## src/rtl/seven_seg_scan_ctrl_if.sv

```systemverilog
// Write-request bundle for the two requesters of seven_seg_scan_ctrl.
// The master side drives the requests. The slave side (the controller) returns the acks.
interface seven_seg_scan_ctrl_if;
   logic       a_wr;
   logic [1:0] a_addr;
   logic [3:0] a_data;
   logic       a_ack;
   logic       b_wr;
   logic [1:0] b_addr;
   logic [3:0] b_data;
   logic       b_ack;

   modport master (
      output a_wr, a_addr, a_data, b_wr, b_addr, b_data,
      input  a_ack, b_ack
   );

   modport slave (
      input  a_wr, a_addr, a_data, b_wr, b_addr, b_data,
      output a_ack, b_ack
   );
endinterface

```

## src/rtl/seven_seg_scan_ctrl.sv

```systemverilog
// Scan controller for a 4-digit common-anode seven-segment display.
// It holds four nibbles, which two requesters write through a round-robin arbiter.
// It steps one shared decoder across the digits and inserts dark gaps between them to stop ghosting.
module seven_seg_scan_ctrl #(
   parameter int unsigned PRESCALE = 50000,  // cycles a digit is lit per slot
   parameter int unsigned DEAD     = 16      // all-dark cycles between slots
) (
   input  logic                 clk,
   input  logic                 rst_n,
   seven_seg_scan_ctrl_if.slave req,
   input  logic [3:0]           blank_mask,
   output logic [3:0]           dec_nibble,
   output logic [3:0]           dig_en_n,
   output logic [1:0]           scan_idx
);

   localparam int unsigned MAXC = (PRESCALE > DEAD) ? PRESCALE : DEAD;
   localparam int unsigned CW   = (MAXC > 1) ? $clog2(MAXC) : 1;
   localparam logic [CW-1:0] DEAD_LD = CW'(DEAD - 1);
   localparam logic [CW-1:0] SHOW_LD = CW'(PRESCALE - 1);

   typedef enum logic {ST_DEAD, ST_SHOW} state_t;
   typedef enum logic {PRIO_A, PRIO_B}   prio_t;

   state_t      state_q;
   logic [CW-1:0] cnt_q;
   logic [1:0]  idx_q;
   prio_t       prio_q;
   prio_t       prio_d;
   logic [3:0]  digit_q [4];

   logic        grant_a;
   logic        grant_b;
   logic        wr_en;
   logic [1:0]  wr_addr;
   logic [3:0]  wr_data;

   // Round-robin grant. The priority holder wins a tie. Reset masks both acks.
   always_comb begin
      // NOTE: every combinational output gets a default first, so no path can infer a latch.
      grant_a = 1'b0;
      grant_b = 1'b0;
      prio_d  = prio_q;
      if (rst_n) begin
         grant_a = req.a_wr && (!req.b_wr || prio_q == PRIO_A);
         grant_b = req.b_wr && (!req.a_wr || prio_q == PRIO_B);
      end
      if (grant_a)      prio_d = PRIO_B;
      else if (grant_b) prio_d = PRIO_A;
   end

   assign req.a_ack = grant_a;
   assign req.b_ack = grant_b;
   assign wr_en     = grant_a | grant_b;
   assign wr_addr   = grant_a ? req.a_addr : req.b_addr;
   assign wr_data   = grant_a ? req.a_data : req.b_data;

   // Digit storage and arbiter priority. A granted write commits on this edge.
   always_ff @(posedge clk) begin
      if (!rst_n) begin
         prio_q <= PRIO_A;
         // NOTE: this small register file is cleared on reset because a cleared display is the defined start-up state.
         for (int i = 0; i < 4; i++) digit_q[i] <= 4'h0;
      end else begin
         // NOTE: sequential state uses non-blocking assignments, so every register samples the values from before the edge.
         prio_q <= prio_d;
         if (wr_en) digit_q[wr_addr] <= wr_data;
      end
   end

   // Scan sequencer. A dark gap of DEAD cycles is followed by a lit slot of PRESCALE cycles, and the digit index then advances.
   always_ff @(posedge clk) begin
      if (!rst_n) begin
         state_q <= ST_DEAD;
         cnt_q   <= DEAD_LD;
         idx_q   <= 2'd0;
      end else if (cnt_q != '0) begin
         cnt_q <= cnt_q - 1'b1;
      end else begin
         case (state_q)
            ST_DEAD: begin
               state_q <= ST_SHOW;
               cnt_q   <= SHOW_LD;
            end
            default: begin
               state_q <= ST_DEAD;
               cnt_q   <= DEAD_LD;
               idx_q   <= idx_q + 2'd1;
            end
         endcase
      end
   end

   // Anode enables are decoded live from state, index and mask. A mask change therefore acts in the same cycle.
   always_comb begin
      dig_en_n = 4'b1111;
      if (state_q == ST_SHOW && !blank_mask[idx_q]) dig_en_n[idx_q] = 1'b0;
   end

   // The decoder input follows the index. The index moves when a dark gap starts, so segments settle before an anode turns on.
   assign dec_nibble = digit_q[idx_q];
   assign scan_idx   = idx_q;

endmodule

```

## src/flat_wrapper.sv

```systemverilog
// flat-port wrapper written by rule: the top's interface ports become plain ports
module seven_seg_scan_ctrl_flat 
#(
   parameter int unsigned PRESCALE = 50000,                                   
   parameter int unsigned DEAD     = 16                                      
)
  (clk, rst_n, blank_mask, dec_nibble, dig_en_n, scan_idx, req_a_wr, req_a_addr, req_a_data, req_b_wr, req_b_addr, req_b_data, req_a_ack, req_b_ack);
  seven_seg_scan_ctrl_if req_i ();
  input  logic clk;
  input  logic rst_n;
  input  logic [3:0] blank_mask;
  output logic [3:0] dec_nibble;
  output logic [3:0] dig_en_n;
  output logic [1:0] scan_idx;
  input wire logic [$bits(req_i.a_wr)-1:0] req_a_wr;
  input wire logic [$bits(req_i.a_addr)-1:0] req_a_addr;
  input wire logic [$bits(req_i.a_data)-1:0] req_a_data;
  input wire logic [$bits(req_i.b_wr)-1:0] req_b_wr;
  input wire logic [$bits(req_i.b_addr)-1:0] req_b_addr;
  input wire logic [$bits(req_i.b_data)-1:0] req_b_data;
  output wire logic [$bits(req_i.a_ack)-1:0] req_a_ack;
  output wire logic [$bits(req_i.b_ack)-1:0] req_b_ack;
  assign req_i.a_wr = req_a_wr;
  assign req_i.a_addr = req_a_addr;
  assign req_i.a_data = req_a_data;
  assign req_i.b_wr = req_b_wr;
  assign req_i.b_addr = req_b_addr;
  assign req_i.b_data = req_b_data;
  assign req_a_ack = req_i.a_ack;
  assign req_b_ack = req_i.b_ack;
  seven_seg_scan_ctrl #(.PRESCALE(PRESCALE), .DEAD(DEAD)) u_core (.clk(clk), .rst_n(rst_n), .req(req_i), .blank_mask(blank_mask), .dec_nibble(dec_nibble), .dig_en_n(dig_en_n), .scan_idx(scan_idx));
endmodule
```

## config.mk

```make
export PLATFORM = sky130hd
export DESIGN_NAME = seven_seg_scan_ctrl_flat
export DESIGN_NICKNAME = d
export VERILOG_FILES = /design/src/rtl/seven_seg_scan_ctrl_if.sv /design/src/rtl/seven_seg_scan_ctrl.sv /design/src/flat_wrapper.sv
export SDC_FILE = /design/constraint.sdc
export NUM_CORES = 1
export LEC_CHECK = 0
export CAP_MARGIN = 15
export CELL_PAD_IN_SITES_DETAIL_PLACEMENT = 1
export CELL_PAD_IN_SITES_GLOBAL_PLACEMENT = 1
export CORE_MARGIN = 8
export CORE_UTILIZATION = 44
export CTS_BUF_LIST = sky130_fd_sc_hd__clkbuf_16
export DETAILED_ROUTE_END_ITERATION = 6
export GPL_TIMING_DRIVEN = 0
export HOLD_SLACK_MARGIN = 0.15
export PLACE_DENSITY = 0.94
export SETUP_SLACK_MARGIN = 0.05
export SYNTH_ARGS = -nofsm -noshare
export SYNTH_HDL_FRONTEND = slang
export SYNTH_SLANG_ARGS = --single-unit
export TNS_END_PERCENT = 50
```

## constraint.sdc

```tcl
create_clock -name clk -period 3 [get_ports clk]
set_input_delay 0.6 -clock clk [delete_from_list [all_inputs] [get_ports clk]]
set_output_delay 0.6 -clock clk [all_outputs]
set_load 0.02 [all_outputs]
```

Yosys cells after proc, flatten, opt, wreduce, memory -nomap -nowiden:

Memory sizes are Yosys's and may differ from the RTL's. A register that Yosys moved wholly into a read port is not among the register bits.
Cells that the tools add are included.

* flip-flop bits (word level): 20
* memory bits (writable): 16
* bits of input ports: 20
* logic and storage cells: 49
* memories kept: 1

* add/subtract/negate cells: 2
* order comparisons: 2
* multiplexer cells: 23
* bitwise gates (word level): 4
* reduce and logical (&&, ||, !) cells: 13

Memories
* u_core.digit_q: depth 4, width 4, rd ports 1, clocked after memory_dff 1, wr ports 4, line seven_seg_scan_ctrl.sv:30 `logic [3:0] digit_q [4];`

Operator list (number)
* 16-bit 2-to-1 mux: 2
* 16-bit nonzero test: 1
* 16-bit by 1-bit subtractor with 16-bit output, second input constant: 1
* 1-bit 2-to-1 mux: 12
* 4-bit 2-to-1 mux: 3
* 2-bit 2-to-1 mux: 4
* 1-bit logical AND: 4
* 4-bit NOT: 1
* 4-bit OR reduction: 1
* 1-bit logical NOT: 3
* 2-bit by 3-bit less-than comparator with 1-bit output, second input constant: 1
* 2-bit by 1-bit adder with 2-bit output, second input constant: 1
* 1-bit binary-select mux with 2-bit select: 1
* 1-bit demux with 2-bit select: 1
* 2-bit by 1-bit >= comparator with 1-bit output, second input constant: 1
* 1-bit logical OR: 2
* 1-bit NOT: 2
* 2-bit AND reduction: 1
* 2-bit nonzero test: 1
* 1-bit bitwise OR: 1

Depth between registers and ports, before layout:

Gate-level depths: netlist of the first run.

* word-level depth: 10
* gate-level depth with buffers: 6
* gate-level depth less buffers: 6

Worst setup path after synthesis of the first run:

No wires, ideal clock.

* path type: input port to output port
* start: input blank_mask[3]
* end: output dig_en_n[0]
* arrival time: 1.424 ns
* required time: 2.400 ns
* path slack: 0.976 ns
* stages: 3
* path buffers: 0
* cells stage by stage: mux4_2 nor2b_1 nand2_1

* word-level cells in the longest chain between the ends: 5

RTL lines
* start: declaration: line flat_wrapper.sv:11 `input logic [3:0] blank_mask;`
* 1-bit binary-select mux with 2-bit select: line seven_seg_scan_ctrl.sv:97 `if (state_q == ST_SHOW && !blank_mask[idx_q]) dig_en_n[idx_q] = 1'b0;`
* 1-bit 2-to-1 mux (implied by the code): line seven_seg_scan_ctrl.sv:97
* 1-bit logical NOT: line seven_seg_scan_ctrl.sv:97
* 1-bit logical AND: line seven_seg_scan_ctrl.sv:97
* 4-bit 2-to-1 mux: line seven_seg_scan_ctrl.sv:97
* end: declaration: line flat_wrapper.sv:13 `output logic [3:0] dig_en_n;`

No other way between the ends. The select of a mux whose other input is x is not followed.

Worst setup path after layout of the first run:

* start: input blank_mask[3]
* end: output dig_en_n[3]

Same word-level chain as after synthesis.

==> key figures, run 1 <==
Final layout
  • Number of nets at the end of the flow: 237
  • Antenna diodes: 0
  • Utilization after layout: 57.8%
  • Fraction of layout instances using a drive strength above 1: 13.6%
  • Area Overhead vs Synth: 29.6%

Timing
  • Transition time at the pin with the least slew margin: 0.994 ns
  • Clock skew: 0.00403 ns
  • Share of the clock period used by the worst path: 95.5%
  • Shortest clock period the worst path allows after layout: 2.87 ns
  • Total setup violations reported at the end of the flow: 0
  • Fin Setup TNS: 0 ns
  • Worst slew margin relative to its limit: 32.9%
  • Achievable frequency: 349 MHz
  • Count of endpoints failing hold in the final timing report: 0
  • Final Max Tran Viols: 0
  • Smallest setup slack after layout: 0.134 ns
  • Setup repair after global routing missed its margin: yes

Floorplanning
  • Chip width: 81.5 µm
  • Placeable core area: 4230 µm²
  • Die Height: 81.5 µm
  • Initial Util: 44.6%
  • Die Footprint: 6650 µm²
  • Number of top-level pins: 32
  • Number of placement rows: 24

GRT
  • Number of antenna violations at the first check in global routing: 0
  • Global route overflow: 0
  • Maximum number of pins on one net before global-route repair: 14
  • Global router's overall resource usage: 16.2%
  • Via count of the first global-routing pass: 1609
  • First-pass GRT wire length: 8180 µm

Critical path
  • Maximum fanout along the worst path: 4
  • Critical setup path kind: in -> out
  • Last element of the critical path: dig_en_n[3]
  • Data required time of the worst path: 2.40 ns
  • Worst reg2reg endpoint: u_core.cnt_q[15]$_SDFF_PN0_
  • Beginning of the critical path: blank_mask[3]
  • R2R depth: 5
  • Worst Setup Start Kind: primary input
  • Reg-to-reg slack, setup: 1.12 ns
  • Arrival time at the worst endpoint: 2.27 ns
  • Startpoint of the most critical register-to-register path: u_core.cnt_q[3]$_SDFF_PN1_
  • Type of element capturing the critical path: output pin

Logic synthesis
  • Most common cell in the netlist: nor2_1
  • Per-instance average area after synthesis: 10.9 µm²
  • Post-synthesis instance area: 1890 µm²
  • Number of cells produced by synthesis: 174
  • Mapped Nets: 199
  • Top cell types by occurrence after synthesis: nor2_1, dfxtp_1, nand2_1
  • Largest cells by area after synthesis: edfxtp_1, dfxtp_1, nor2_1
  • Count of state elements after synthesis: 38
  • Warning count from the yosys run: 0
  • Synth cell types: 38
  • Portion of synthesized cell area occupied by the leading cell type: 25.4%
  • Share of synthesized area occupied by flip-flops and latches: 48.7%
  • Area leader, netlist: edfxtp_1
  • Async S/R FF share, synth: 0%
  • Number of enable-type register cells in the synthesized netlist: 16
  • Primary FF master, synth: dfxtp_1

Clocking
  • CTS buffer count: 5
  • Post-CTS sizing: 2
  • TritonCTS clock tree: yes
  • Hold buffer count at CTS: 0
  • Maximum count of clock buffers along a single path: 2
  • Source-to-sink clock delay at the later pin of the worst-skew pair: 0.28 ns
  • H-tree levels: 2
  • Clock Sink Count: 38
  • Post-CTS clock slew at the launch and capture registers of the worst setup and hold paths: 0.06 ns
  • Clock tree root buffer cell: clkbuf_16
  • Post CTS Setup Buffer Count: 0

Detailed routing
  • Met1 wire length: 2010 µm
  • DR WL/cell: 18.7 µm
  • Final ANT Viol Nets: 0
  • Final WL: 4960 µm
  • Initial DRC Count: 65
  • WL met3: 243 µm
  • Vias: 1481
  • Detailed-router iteration count before antenna repair: 4
  • DRC violations left: 0
  • Met2 wirelength from detailed routing: 2590 µm
  • Drt via density: 5.59
  • Highest Signal Layer: met4

Place
  • HPWL after detailed placement: 3440 µm
  • Post-Place Worst Slack: 0.0110 ns
  • Port Buffer Count: 31
  • Last weighted congestion value of the routability-driven placer: 0.797

Power
  • IR drop worst, VDD: 0.332 mV
  • Power per Cell Area: 528 nW/µm²
  • Leakage power total: 0.929 nW

Run
  • Max capacitance violation total: 0

Run status
  • Result of the run: completed

Worst hold path
  • Worst hold path type: reg -> reg
==> worst min-delay path by stage <==
stage	startpoint	endpoint	slack [ns]	cells after the start
after global routing	u_core.cnt_q[0]$_SDFF_PN1_	u_core.cnt_q[0]$_SDFF_PN1_	0.47	1
after global placement	u_core.cnt_q[0]$_SDFF_PN1_	u_core.cnt_q[0]$_SDFF_PN1_	0.40	1
after CTS	u_core.cnt_q[0]$_SDFF_PN1_	u_core.cnt_q[0]$_SDFF_PN1_	0.44	1
after floorplan	u_core.cnt_q[0]$_SDFF_PN1_	u_core.cnt_q[0]$_SDFF_PN1_	0.38	1
final	u_core.cnt_q[0]$_SDFF_PN1_	u_core.cnt_q[0]$_SDFF_PN1_	0.43	1
after detailed placement	u_core.cnt_q[0]$_SDFF_PN1_	u_core.cnt_q[0]$_SDFF_PN1_	0.41	1
==> cells by family after synthesis <==
kind of cell    after synthesis  share of synthesized area, %
buf+inv                      11                          2.78
fa+ha+maj                     5                          3.31
simple gates                 82                          24.0
xor+xnor                     13                          6.03
compound gates               14                          5.96
mux                          11                          9.14
flops                        38                          48.7
==> power by group <==
part	internal (mW)	total [mW]	switching, mW
Combinational	0.0565	0.117	0.0604
Clock	0.392	0.605	0.213
Sequential	0.562	0.572	0.0104
Total	1.01	1.29	0.284
==> metrics by stage <==
step                cells  cell area [µm²]  total power [mW]  hold WS (ns)
finish                265             2450              1.29         0.426
floorplan             174             1890             0.640         0.384
CTS                   265             2440              1.30         0.437
global placement      257             2260             0.688         0.398
global route          265             2450              1.34         0.466
detailed placement    257             2260             0.695         0.407
==> cells in the final DEF (no fill, tap or decap), types with 2 or more instances in the layout <==
master           instances
a21oi_1                  5
clkbuf_16                5
clkdlybuf4s50_1         29
clkinvlp_4               3
dfxtp_1                 22
dlymetal6s2s_1           2
edfxtp_1                16
ha_1                     5
inv_1                    7
mux2i_1                  6
mux4_2                   5
nand2_1                 18
nand3_1                  3
nand3b_1                 2
nand4_1                  4
nor2_1                  32
nor2b_2                  2
nor3_1                   4
nor3_4                   2
nor4_2                   3
nor4b_1                  3
o311ai_0                 2
o32ai_2                  2
or3b_1                   2
xnor2_1                  4
xor2_1                   9
==> routing by layer <==
metal	global-route usage, %	up-vias
met5	0	-
li1	-	699
met4	6.61	0
met3	4.16	10
met1	17.0	734
met2	29.8	38
==> worst max-delay path, cell delays in order <==
cell and delay (ns):
clkdlybuf4s50_1 0.39, mux4_2 0.48, nor2b_2 0.18, nand2_1 0.08, clkdlybuf4s50_1 0.54
==> final cells by class <==
class / count / area, µm²
fillers: 450 / 1790
inverters: 8 / 33.8
flip-flops and latches: 38 / 921
multi-input cells: 125 / 921
plain buffers: 3 / 22.5
well taps: 52 / 65.1
repair buffers: 31 / 315
clock inverters: 3 / 45.0
clock buffers: 5 / 125
==> registers in the layout (all words and copies together), names as in the netlist, named ones only <==
register / cells
u_core.cnt_q: 16
u_core.digit_q: 16
u_core.scan_idx: 2
u_core.prio_q: 1
u_core.state_q: 1
No activity file was read; power rests on OpenSTA's default activity.
==> run 2, diff against run 1 <==
--- a/config.mk
+++ b/config.mk
@@ -5,6 +5,7 @@
 export SDC_FILE = /design/constraint.sdc
 export NUM_CORES = 1
 export LEC_CHECK = 0
+export ABC_CLOCK_PERIOD_IN_PS = 3000
 export CAP_MARGIN = 15
 export CELL_PAD_IN_SITES_DETAIL_PLACEMENT = 1
 export CELL_PAD_IN_SITES_GLOBAL_PLACEMENT = 1
==> results of run 2 <==
Final layout, timing and power as in run 1 (identical DEF).
==> run 3, diff against run 2 <==
--- a/config.mk
+++ b/config.mk
@@ -13,8 +13,7 @@
 export CORE_UTILIZATION = 44
 export CTS_BUF_LIST = sky130_fd_sc_hd__clkbuf_16
 export DETAILED_ROUTE_END_ITERATION = 6
-export GPL_TIMING_DRIVEN = 0
-export HOLD_SLACK_MARGIN = 0.15
+export HOLD_SLACK_MARGIN = 0.12
 export PLACE_DENSITY = 0.94
 export SETUP_SLACK_MARGIN = 0.05
 export SYNTH_ARGS = -nofsm -noshare
==> run 3 against run 2 <==
Critical path depth did not move. Worst setup slack got worse by 0.013 ns. Clock power rose by 12%. Routed wire length fell by 5.7%. Combinational power barely moved. Global-route usage fell by 0.75 points. Die area did not move. Sequential power barely moved. Largest cell class unchanged. Largest power group unchanged.
==> key figures, run 3 (same netlist as run 1, synthesis figures left out) <==
Run status
  • Result of the run: completed

Power
  • Share of total power in the clock network: 49.6%
  • Internal power contribution: 1.09 mW
  • Combinational fraction of design power: 8.3%
  • Net Switching: 0.270 mW
  • IR drop worst, VDD: 0.330 mV
  • Power per Cell Area: 555 nW/µm²
  • Switching share of total power: 19.8%
  • Sequential cell fraction of total power: 42.1%
  • Leakage power total: 0.933 nW

Timing
  • Worst slew margin relative to its limit: 31.4%
  • Share of the clock period used by the worst path: 96.0%
  • Count of endpoints failing hold in the final timing report: 0
  • Achievable frequency: 347 MHz
  • Total setup violations reported at the end of the flow: 0
  • Setup repair after global routing missed its margin: no
  • Fin Setup TNS: 0 ns
  • Shortest clock period the worst path allows after layout: 2.88 ns
  • Clock skew: 0.00488 ns
  • Transition time at the pin with the least slew margin: 1.02 ns
  • Final Max Tran Viols: 0

Detailed routing
  • Final ANT Viol Nets: 0
  • Initial DRC Count: 55
  • WL met3: 222 µm
  • Final WL: 4670 µm
  • Met2 wirelength from detailed routing: 2440 µm
  • Detailed-router iteration count before antenna repair: 4
  • Drt via density: 5.43
  • Vias: 1438
  • DRC violations left: 0
  • DR WL/cell: 17.6 µm
  • Met1 wire length: 1870 µm
  • Highest Signal Layer: met4

GRT
  • First-pass GRT wire length: 7830 µm
  • Global route overflow: 0
  • Number of antenna violations at the first check in global routing: 0
  • Maximum number of pins on one net before global-route repair: 13
  • Global router's overall resource usage: 15.4%
  • Via count of the first global-routing pass: 1658

Place
  • HPWL after detailed placement: 3510 µm
  • Last weighted congestion value of the routability-driven placer: 0.824
  • Port Buffer Count: 31
  • Placed cell areas: 2260 µm²

Floorplanning
  • Die Footprint: 6650 µm²
  • Die Height: 81.5 µm
  • Number of top-level pins: 32
  • Number of placement rows: 24
  • Placeable core area: 4230 µm²
  • Initial Util: 44.6%
  • Chip width: 81.5 µm

Critical path
  • Critical setup path kind: in -> out
  • R2R depth: 4
  • Type of element capturing the critical path: output pin
  • Worst Setup Start Kind: primary input
  • Data required time of the worst path: 2.40 ns
  • Arrival time at the worst endpoint: 2.28 ns
  • Maximum fanout along the worst path: 4
  • Reg-to-reg slack, setup: 1.23 ns

Run
  • Max capacitance violation total: 0

Final layout
  • Cell area after layout: 2460 µm²
  • Antenna diodes: 0
  • Fillcell total: 447
  • Fraction of layout instances using a drive strength above 1: 12.7%
  • Commonest non-fill, non-tap cell in the layout: nor2_1
  • Number of nets at the end of the flow: 237
  • Most frequent cells in the layout: nor2_1, clkdlybuf4s50_1, dfxtp_1, nand2_1, edfxtp_1
  • Area Overhead vs Synth: 30.0%

Clocking
  • Clock tree root buffer cell: clkbuf_16
  • Post CTS Setup Buffer Count: 0
  • TritonCTS clock tree: yes
  • Maximum count of clock buffers along a single path: 2
  • Source-to-sink clock delay at the later pin of the worst-skew pair: 0.28 ns
  • Post-CTS clock slew at the launch and capture registers of the worst setup and hold paths: 0.05 ns
  • CTS buffer count: 5
  • Clock Sink Count: 38
  • H-tree levels: 2

Worst hold path
  • Worst hold path type: reg -> reg
  • Worst hold path stage count: 1
## run 3: timing repair
item                                    4_1_cts  5_1_grt
hold buffers                                  0        0
resized for setup                             1        0
endpoints found under the setup margin        3        0
## run 3: power groups by stage
stage,clock (mW),sequential (mW),combinational (mW)
global route,0.709,0.574,0.124
global placement,0,0.582,0.107
floorplan,0,0.577,0.0625
detailed placement,0,0.584,0.113
finish,0.675,0.573,0.114
CTS,0.681,0.573,0.115
## run 3: critical path, stage by stage
cell and delay [ns]:
clkdlybuf4s50_1 0.39, mux4_2 0.48, nor2b_2 0.19, nand2_1 0.08, clkdlybuf4s50_1 0.54
## run 3: cell type report
cell class / instances / area [µm²] / area share [%]
Sequential cell: 38 / 921 / 37.5
Multi-Input combinational cell: 125 / 918 / 37.4
Timing Repair Buffer: 34 / 333 / 13.6
Clock buffer: 5 / 125 / 5.09
Tap cell: 52 / 65.1 / 2.65
Clock inverter: 3 / 63.8 / 2.60
Inverter: 8 / 30.0 / 1.22
## run 3: final timing paths
path / endpoint / from
worst max-delay path: dig_en_n[0] / blank_mask[3]
worst min register to register: u_core.cnt_q[0]$_SDFF_PN1_ / u_core.cnt_q[0]$_SDFF_PN1_
worst max register to register: u_core.digit_q[1][0]$_SDFFCE_PN0P_ / u_core.prio_q$_SDFFE_PN0P_
worst min-delay path: u_core.cnt_q[0]$_SDFF_PN1_ / u_core.cnt_q[0]$_SDFF_PN1_
## run 3: metal layers
layer  global-route usage, %  up-vias
met5                       0        -
met4                    8.21        0
met3                    4.16       10
met2                    27.8       42
met1                    16.0      687
li1                        -      699
## run 3: per-stage QoR
| step | util (%) | std cells | hold slack [ns] | setup slack (ns) | power [mW] |
|---|---|---|---|---|---|
| after floorplan | - | 174 | 0.384 | 0.976 | 0.640 |
| final | 58.0 | 265 | 0.420 | 0.121 | 1.36 |
| after global routing | 58.0 | 265 | 0.450 | 0.0564 | 1.41 |
| after global placement | 53.5 | 257 | 0.398 | 0.108 | 0.689 |
| after CTS | 58.0 | 265 | 0.420 | 0.102 | 1.37 |
| after detailed placement | 53.5 | 257 | 0.408 | 0.0352 | 0.697 |
